**src/rtl/instr_window_loader_pkg.sv**
```systemverilog
// Shared definitions for the instruction window loader: field layout, opcodes and FSM states.
package instr_window_loader_pkg;

   localparam int unsigned WINDOW   = 4;
   localparam int unsigned INSTR_W  = 8;
   localparam int unsigned FIELD_W  = 2;
   localparam int unsigned OPC_LSB  = 6;
   localparam int unsigned SRC1_LSB = 4;
   localparam int unsigned SRC2_LSB = 2;
   localparam int unsigned DEST_LSB = 0;

   typedef enum logic [1:0] {
      OP_ALU_A = 2'b00,
      OP_ALU_B = 2'b01,
      OP_MUL   = 2'b10,
      OP_DIV   = 2'b11
   } opcode_t;

   typedef enum logic [1:0] {
      ST_FILL  = 2'd0,
      ST_CLEAR = 2'd1,
      ST_RUN   = 2'd2,
      ST_DONE  = 2'd3
   } state_t;

   function automatic logic [FIELD_W-1:0] instr_field(input logic [INSTR_W-1:0] instr,
                                                      input int unsigned lsb);
      return instr[lsb +: FIELD_W];
   endfunction

endpackage

```
**src/rtl/instr_window_loader_raw_matrix_gen.sv**
```systemverilog
// Combinational read-after-write matrix: bit [4k+j] set when younger slot j reads dest of older slot k.
module raw_matrix_gen
   import instr_window_loader_pkg::*;
(
   input  logic [WINDOW*INSTR_W-1:0] instr_flat,
   input  logic [WINDOW-1:0]         valid_bits,
   output logic [WINDOW*WINDOW-1:0]  raw_flat
);

   always_comb begin
      raw_flat = '0;
      for (int unsigned j = 1; j < WINDOW; j++) begin
         for (int unsigned k = 0; k < j; k++) begin
            if (valid_bits[k] && valid_bits[j] &&
                ((instr_field(instr_flat[j*INSTR_W +: INSTR_W], SRC1_LSB) ==
                  instr_field(instr_flat[k*INSTR_W +: INSTR_W], DEST_LSB)) ||
                 (instr_field(instr_flat[j*INSTR_W +: INSTR_W], SRC2_LSB) ==
                  instr_field(instr_flat[k*INSTR_W +: INSTR_W], DEST_LSB))))
               raw_flat[k*WINDOW + j] = 1'b1;
         end
      end
   end

endmodule

```
**src/rtl/instr_window_loader.sv**
```systemverilog
// Collects up to four instructions into a window, hands it to the scheduler and tracks retirement.
module instr_window_loader
   import instr_window_loader_pkg::*;
#(
   parameter int unsigned FILL_TIMEOUT = 8,
   parameter int unsigned WD_LIMIT     = 64
) (
   input  logic        clk,
   input  logic        reset,
   input  logic        in_valid,
   output logic        in_ready,
   input  logic [7:0]  in_instr,
   output logic        sch_clear,
   output logic        sch_enable,
   output logic [31:0] instr_flat,
   output logic [3:0]  valid_bits,
   output logic [15:0] raw_flat,
   input  logic [3:0]  issue_onehot,
   input  logic [3:0]  retire_onehot,
   output logic        window_done,
   output logic [15:0] window_count,
   output logic        err_stuck,
   output logic        err_protocol
);

   localparam logic [15:0] IDLE_LAST = 16'(FILL_TIMEOUT - 1);
   localparam logic [15:0] RUN_LAST  = 16'(WD_LIMIT - 1);
   localparam logic [2:0]  LAST_SLOT = 3'(WINDOW - 1);

   state_t      state;
   logic [2:0]  fill_cnt;
   logic [15:0] idle_cnt;
   logic [15:0] run_cnt;
   logic [3:0]  issued;

   logic        accept;
   logic        fill_full;
   logic        fill_timeout;
   logic [31:0] fill_instr;
   logic [3:0]  fill_valid;
   logic [15:0] raw_next;
   logic [3:0]  retire_ok;
   logic [3:0]  retire_bad;

   // raw_flat is captured on the FILL exit edge, so the matrix is built from the post-accept slots
   always_comb begin
      accept     = (state == ST_FILL) && in_ready && in_valid;
      fill_instr = instr_flat;
      fill_valid = valid_bits;
      if (accept) begin
         fill_instr[{fill_cnt[1:0], 3'b000} +: 8] = in_instr;
         fill_valid[fill_cnt[1:0]]                 = 1'b1;
      end
      fill_full    = accept && (fill_cnt == LAST_SLOT);
      fill_timeout = (state == ST_FILL) && !in_valid && (fill_cnt != 3'd0) &&
                     (idle_cnt == IDLE_LAST);
      retire_ok    = retire_onehot & valid_bits & (issued | issue_onehot);
      retire_bad   = retire_onehot & ~retire_ok;
   end

   raw_matrix_gen u_raw (
      .instr_flat (fill_instr),
      .valid_bits (fill_valid),
      .raw_flat   (raw_next)
   );

   always_ff @(posedge clk or posedge reset) begin
      if (reset) begin
         state        <= ST_FILL;
         in_ready     <= 1'b1;
         sch_clear    <= 1'b0;
         sch_enable   <= 1'b0;
         instr_flat   <= '0;
         valid_bits   <= '0;
         raw_flat     <= '0;
         window_done  <= 1'b0;
         window_count <= '0;
         err_stuck    <= 1'b0;
         err_protocol <= 1'b0;
         fill_cnt     <= '0;
         idle_cnt     <= '0;
         run_cnt      <= '0;
         issued       <= '0;
      end else begin
         case (state)
            ST_FILL: begin
               if (accept) begin
                  instr_flat <= fill_instr;
                  valid_bits <= fill_valid;
                  fill_cnt   <= fill_cnt + 3'd1;
                  idle_cnt   <= '0;
               end else if (fill_cnt != 3'd0) begin
                  idle_cnt <= idle_cnt + 16'd1;
               end
               if (fill_full || fill_timeout) begin
                  state     <= ST_CLEAR;
                  raw_flat  <= raw_next;
                  in_ready  <= 1'b0;
                  sch_clear <= 1'b1;
               end
            end
            ST_CLEAR: begin
               state      <= ST_RUN;
               sch_clear  <= 1'b0;
               sch_enable <= 1'b1;
               run_cnt    <= '0;
            end
            ST_RUN: begin
               issued     <= issued | (issue_onehot & valid_bits);
               valid_bits <= valid_bits & ~retire_ok;
               run_cnt    <= run_cnt + 16'd1;
               if (retire_bad != 4'd0)
                  err_protocol <= 1'b1;
               if ((valid_bits == 4'd0) || (run_cnt == RUN_LAST)) begin
                  state        <= ST_DONE;
                  sch_enable   <= 1'b0;
                  window_done  <= 1'b1;
                  window_count <= window_count + 16'd1;
                  if (valid_bits != 4'd0)
                     err_stuck <= 1'b1;
               end
            end
            ST_DONE: begin
               state       <= ST_FILL;
               window_done <= 1'b0;
               in_ready    <= 1'b1;
               instr_flat  <= '0;
               valid_bits  <= '0;
               raw_flat    <= '0;
               issued      <= '0;
               fill_cnt    <= '0;
               idle_cnt    <= '0;
               run_cnt     <= '0;
            end
            default: state <= ST_FILL;
         endcase
      end
   end

endmodule

```
**config.mk**
```make
export PLATFORM = sky130hd
export DESIGN_NAME = instr_window_loader
export DESIGN_NICKNAME = d
export VERILOG_FILES = /design/src/rtl/instr_window_loader_pkg.sv /design/src/rtl/instr_window_loader_raw_matrix_gen.sv /design/src/rtl/instr_window_loader.sv
export SDC_FILE = /design/constraint.sdc
export NUM_CORES = 1
export LEC_CHECK = 0
export CAP_MARGIN = 20
export CORE_MARGIN = 10
export CORE_UTILIZATION = 38
export CTS_BUF_LIST = sky130_fd_sc_hd__clkbuf_4 sky130_fd_sc_hd__clkbuf_8
export CTS_CLUSTER_DIAMETER = 60
export CTS_CLUSTER_SIZE = 25
export DETAILED_ROUTE_END_ITERATION = 6
export DONT_BUFFER_PORTS = 1
export PLACE_DENSITY = 0.5
export SETUP_SLACK_MARGIN = 0.15
export SLEW_MARGIN = 30
export SYNTH_ARGS = -nofsm -noshare
export SYNTH_HDL_FRONTEND = slang
export SYNTH_SLANG_ARGS = --single-unit
```
**constraint.sdc**
```tcl
create_clock -name clk -period 5.01 [get_ports clk]
set_clock_uncertainty 0.2 [all_clocks]
set_input_delay 1.503 -clock clk [delete_from_list [all_inputs] [get_ports clk]]
set_output_delay 1.503 -clock clk [all_outputs]
set_load 0.05 [all_outputs]
```
# Yosys cells after proc, flatten, opt, wreduce, memory -nomap -nowiden
# Cells that the tools add are included.
[word_totals]
in_bits = 19
out_inout_bits = 74
elab_cells = 141
register_bits = 115
[classes]
shift = 2
n_reduce_logical = 51
mux = 35
n_eq_ne = 22
bitwise = 9
n_lt_le_gt_ge = 2
addsub = 5
[ops]
columns = ["operator", "n"]
rows = [
  ["$pmux W16 S2", 3],
  ["$mux W32", 2],
  ["$pmux W32 S2", 1],
  ["$add A16 B1 Y16 const B", 3],
  ["$mux W16", 3],
  ["$bwmux W32", 1],
  ["$shift A8 B7 Y32 const A", 1],
  ["$shiftx A8 B7 Y32", 1],
  ["$eq A2 B2 Y1", 12],
  ["$and A4 B4 Y4", 5],
  ["$reduce_and A2 Y1", 10],
  ["$logic_and A1 B1 Y1", 19],
  ["$eq A16 B3 Y1 const B", 1],
  ["$eq A16 B6 Y1 const B", 1],
  ["$or A4 B4 Y4", 3],
  ["$pmux W4 S3", 1],
  ["$mux W1", 11],
  ["$reduce_bool A2 Y1", 5],
  ["$logic_or A1 B1 Y1", 8],
  ["$mux W4", 2],
  ["$pmux W1 S2", 4],
  ["$pmux W2 S4", 1],
  ["$pmux W4 S2", 1],
  ["$reduce_bool A4 Y1", 2],
  ["other kinds (21)", 25],
]

# Logic depth before layout (Yosys ltp)
[depth]
depth_word = 11
depth_mapped = 10
depth_no_buf = 7

# Modules after synthesis
# Synthesis repeated with hierarchy kept, for this count alone.
[unflattened]
hier_cells = 690
hier_area_um2 = 6502.5
[by_module_without_submodules]
columns = ["mod", "seq_area_each_um2", "area_per_inst_um2", "instances", "cells_each"]
rows = [
  ["instr_window_loader", 2879.0, 6119.6, 1, 641],
  ["raw_matrix_gen", 0.0, 382.9, 1, 49],
]

# Worst setup path before layout
# Ideal clock, no wire load.
[synth_path]
kind = "input -> register"
start = "in in_valid"
end = "reg raw_flat[11]"
arrival_time_ps = 2849
slack_ps = 1839
required_time_ps = 4688
setup_ps = 122
cell_stages = 7
path_buffers = 2
path_cell_list = "buf_4 and4_1 buf_2 mux2i_2 xor2_1 o22ai_1 a32o_1"
[synth_via]
elab_chain_cells = 8
elab_cells_between_ends = 19
classes_between = "3 x eq/ne; 5 x mux; 11 x reduce/logical"
[synth_rtl]
columns = ["item", "line_no", "text"]
rows = [
  ["start: declaration", "instr_window_loader.sv:10", "input logic in_valid,"],
  ["$logic_and A1 B1 Y1", "instr_window_loader.sv:47", "accept = (state == ST_FILL) && in_ready && in_valid;"],
  ["$mux W32", "instr_window_loader.sv:50", "if (accept) begin"],
  ["$eq A2 B2 Y1 (on tied branches)", "instr_window_loader_raw_matrix_gen.sv:15, instr_window_loader_raw_matrix_gen.sv:17", ""],
  ["$logic_or A1 B1 Y1", "instr_window_loader_raw_matrix_gen.sv:16", "instr_field(instr_flat[k*INSTR_W +: INSTR_W], DEST_LSB)) ||"],
  ["$logic_and A1 B1 Y1", "instr_window_loader_raw_matrix_gen.sv:14", "if (valid_bits[k] && valid_bits[j] &&"],
  ["$mux W1", "instr_window_loader_raw_matrix_gen.sv:14", ""],
  ["$mux W16", "instr_window_loader.sv:95", "if (fill_full || fill_timeout) begin"],
  ["$pmux W16 S2", "instr_window_loader.sv:85", "case (state)"],
  ["end signal: assignment", "instr_window_loader.sv:97", "raw_flat <= raw_next;"],
  ["end: declaration", "instr_window_loader.sv:17", "output logic [15:0] raw_flat,"],
]
# Several ways; a longest one is shown, not always the timed one. The select of a mux whose other input is x is not followed.
# A chain may end at the register's enable or synchronous reset.

# Worst setup path in the final report
[layout_path]
start = "reg fill_cnt[0]"
end = "reg raw_flat[1]"
[layout_via]
elab_chain_cells = 11
elab_cells_between_ends = 28
classes_between = "1 x add/sub; 2 x order compare; 4 x eq/ne; 2 x shift; 8 x mux; 1 x bitwise; 10 x reduce/logical"
[layout_rtl]
columns = ["item", "line_no", "text"]
rows = [
  ["start: declaration", "instr_window_loader.sv:31", "logic [2:0] fill_cnt;"],
  ["start signal: assignment", "instr_window_loader.sv:90", "fill_cnt <= fill_cnt + 3'd1;"],
  ["branches (longest 11 deep; another with $neg A5 Y7)", "-", ""],
]
# Several ways; the timed one is not identified. The select of a mux whose other input is x is not followed.

==> impl_results.md <==
* Req. time, crit path at 5.07 ns
* ANT nets after route at 0
* Critical path endpoint: raw_flat[1]
* Final Slew Violations at 0
* Clock-pin slew on the worst setup and hold paths at 0.10 ns
* Setup ws final at 1.57 ns
* GP Congestion at 0.797
* Total CTS buffers at 9
* Final period utilization at 68.8%
* Data arrival, critical path at 3.51 ns
* Asr flop ratio synth at 100%
* Synth Area in XOR/XNOR at 9.79%
* CTS Sinks at 105
* Status: finished, final reports clean
* Critical path's slowest cell: dfrtp_1
* FF-to-FF path depth at 7
* Htree depth at 3
* Critical path type: register to register
* Post-cts resize count at 0
* # nets final at 588
* Layout Area Growth over Synthesis at 5.79%
* Final-report setup violation count at 0
* Antenna fix cells at 0
* Crit path depth at 7
* Cts hold-fix bufs at 0
* Vias per inst at 5.60
* Number of I/O port buffers at 0
* Core area at 15100 um2
* Die ar. at 20600 um2
* Largest net degree at the start of global routing at 53
* Worst Path Buf+Inv at 1
* Max-Cap Viols at 0
* Critical Path End Type: register
* DR top layer: met4
* Flops & latches, synth at 105
* Clock root buffer: clkbuf_8
* Setup TNS at 0 ns
* DP HPWL at 10.5 mm
* Initial Utilization at 38.5%
* Top_reg_cell synth: dfrtp_1
* 1st-pass router iterations at 5
* Worst Hold Class: register to register
* Peak VDD IR at 0.000139 V
* Initial antenna violation count at 0
* R2R Setup Slk at 1.57 ns
* Worst-Skew Late Latency at 0.39 ns
* Total Wirelength at 14.5 mm
* RSZ-0062 raised after global routing: false
* First DRT Iteration DRCs at 260
* Gr usage total at 14.4%
* Max-slew headroom at 41.6%
* Post-route cell area at 6150 um2
* Critical path origin: fill_cnt[0]
* Die Y-Extent at 144 um
* DRC at 0
* Yosys synthesis warning count at 0
* Met1 Wirelength at 6.33 mm
* Worst slack, placed at 1.61 ns
* Power Total at 1500 uW
* Number of global-route vias before repair at 4201
* Routed wl met3 at 1.54 mm
* Post-Syn Instances at 565
* Share of post-route cells with drive strength above 1 at 8.81%
* CP delay by family, top: flip-flops
* Slowest stage delay, CP at 0.91 ns
* Top Ports at 93
* Clock period minus worst slack at 3.44 ns
* Vias at 4170
* Post-CTS setup-driven buffer insertion count at 0
* EDFF count, synth at 0
* Critical path, cell by cell: inv_1 > ha_1 > nor3b_1 > mux2i_4 > xnor2_1 > a22oi_1 > o31ai_1
* Reg2Reg Capture Point: raw_flat[1]
* DP Area at 5910 um2
* Global route overflow at 0
* Wirelength per Cell at 19.5 um
* Synth unique cells at 64
* Post-Syn Area per Cell at 10.3 um2
* Simple-gate share of the synthesized area at 19.9%
* Max Fclk at 290 MHz
* WHS at 0.323 ns
* Sequential share of the synthesized area at 45.2%
* Post-synthesis mux area share at 4.48%
* Main combinational cell family by area after synthesis: simple AND/OR/NAND/NOR gates
* Die width at 144 um
* Routed wl met2 at 6.52 mm
* Hold Fails Final Rpt at 0
* Row Count at 45
* First-pass GRT wire length at 23.4 mm
* Clk buf depth at 2
* Startpoint types: register
* P_leak at 0.00278 uW
* CTS tree: yes
* Adder-cell area share of the yosys netlist at 3.87%
* Power Dens Cells at 243 nW/um2
* Critical-path maximum fanout at 28
* Post-Syn Area at 5810 um2
* Worst-Margin Slew at 0.875 ns
* Reg-to-reg startpoint: fill_cnt[0]
* Synth Area in Compound Gates at 12.5%
cell type report:
cell class	instances	area, um2
fill	1459	8940
multi-input combinational	421	2990
sequential	105	2630
tap	188	235
clock buffer	11	151
clock inverter	5	77.6
inverter	11	43.8
timing repair buffer	3	22.5
sequential cells by signal, summed over array words and instances (netlist names):
| name | flops |
|---|---|
| instr_flat | 32 |
| idle_cnt | 16 |
| run_cnt | 16 |
| window_count | 16 |
| raw_flat | 6 |
| issued | 4 |
| valid_bits | 4 |
| fill_cnt | 3 |
| state | 2 |
| err_protocol | 1 |
| err_stuck | 1 |
| in_ready | 1 |
| sch_clear | 1 |
| sch_enable | 1 |
| window_done | 1 |
synth_stat cells, drive strengths merged, types with 3 or more instances:
library cell / n / area [um2]
nor4: 7 / 43.8
or3: 4 / 25.0
nand2: 47 / 176
a31oi: 4 / 25.0
dfrtp: 104 / 2600
o21a: 3 / 22.5
nor3: 12 / 71.3
and4: 3 / 26.3
a22o: 15 / 131
a32o: 3 / 30.0
xnor2: 22 / 193
nor3b: 3 / 22.5
ha: 18 / 225
mux2i: 19 / 238
o41ai: 3 / 33.8
a22oi: 5 / 51.3
inv: 11 / 41.3
nor4bb: 10 / 100
and4b: 7 / 70.1
nand4: 17 / 151
and2: 4 / 27.5
o22ai: 4 / 25.0
clkbuf: 17 / 63.8
nor2: 47 / 176
a21o: 4 / 30.0
nand3: 20 / 100
o21ai: 37 / 189
xor2: 43 / 377
nor2b: 3 / 18.8
a21oi: 11 / 55.1
buf: 20 / 134
and3: 11 / 68.8
stage by stage:
stage          utilization, %  instances
2_1_floorplan               -        574
3_3_place_gp             39.2        728
3_5_place_dp             39.2        728
4_1_cts                  40.7        744
5_1_grt                  40.8        744
6_report                 40.8        744
worst min path at each step:
stage	from	endpoint	slack [ns]	depth (start not counted)
final	idle_cnt[0]	idle_cnt[0]	0.32	1
after floorplan	fill_cnt[2]	fill_cnt[2]	0.26	2
after detailed placement	idle_cnt[1]	idle_cnt[1]	0.29	2
after global placement	idle_cnt[1]	idle_cnt[1]	0.28	2
after CTS	idle_cnt[1]	idle_cnt[1]	0.32	2
after global routing	fill_cnt[2]	fill_cnt[2]	0.36	2
placed cells by master, fill, tap and decap left out, types with 11 or more instances in the layout:
cell type	count
xor2_1	43
a21oi_1	11
and3_1	11
clkbuf_8	11
dfrtp_1	104
nand4_1	14
xnor2_1	22
ha_1	18
nor2_1	45
nand2_1	47
nor3_1	11
mux2i_1	11
o21ai_0	26
a22o_1	15
nand3_1	20
where the power goes:
part	internal (uW)	switching, uW
clock network	307	301
logic	4.83	34.8
registers	847	0.961
metal layers:
layer | vias up | GRT usage (%)
met5 | - | 0
met4 | 0 | 4.19
met3 | 12 | 6.27
met2 | 122 | 21.4
met1 | 2067 | 18.5
li1 | 1969 | -
logic make-up (layout without fill, tap and decap cells):
| family | count (synthesis) | in the layout |
|---|---|---|
| XOR/XNOR | 65 | 65 |
| multiplexers | 21 | 21 |
| adder cells (fa/ha/maj) | 18 | 18 |
| AO/OA/AOI/OAI | 102 | 102 |
| buffers and inverters | 48 | 30 |
| AND/OR/NAND/NOR | 205 | 205 |
| other | 1 | 10 |
| flip-flops | 105 | 105 |
Power figures use the tool's default switching activity.
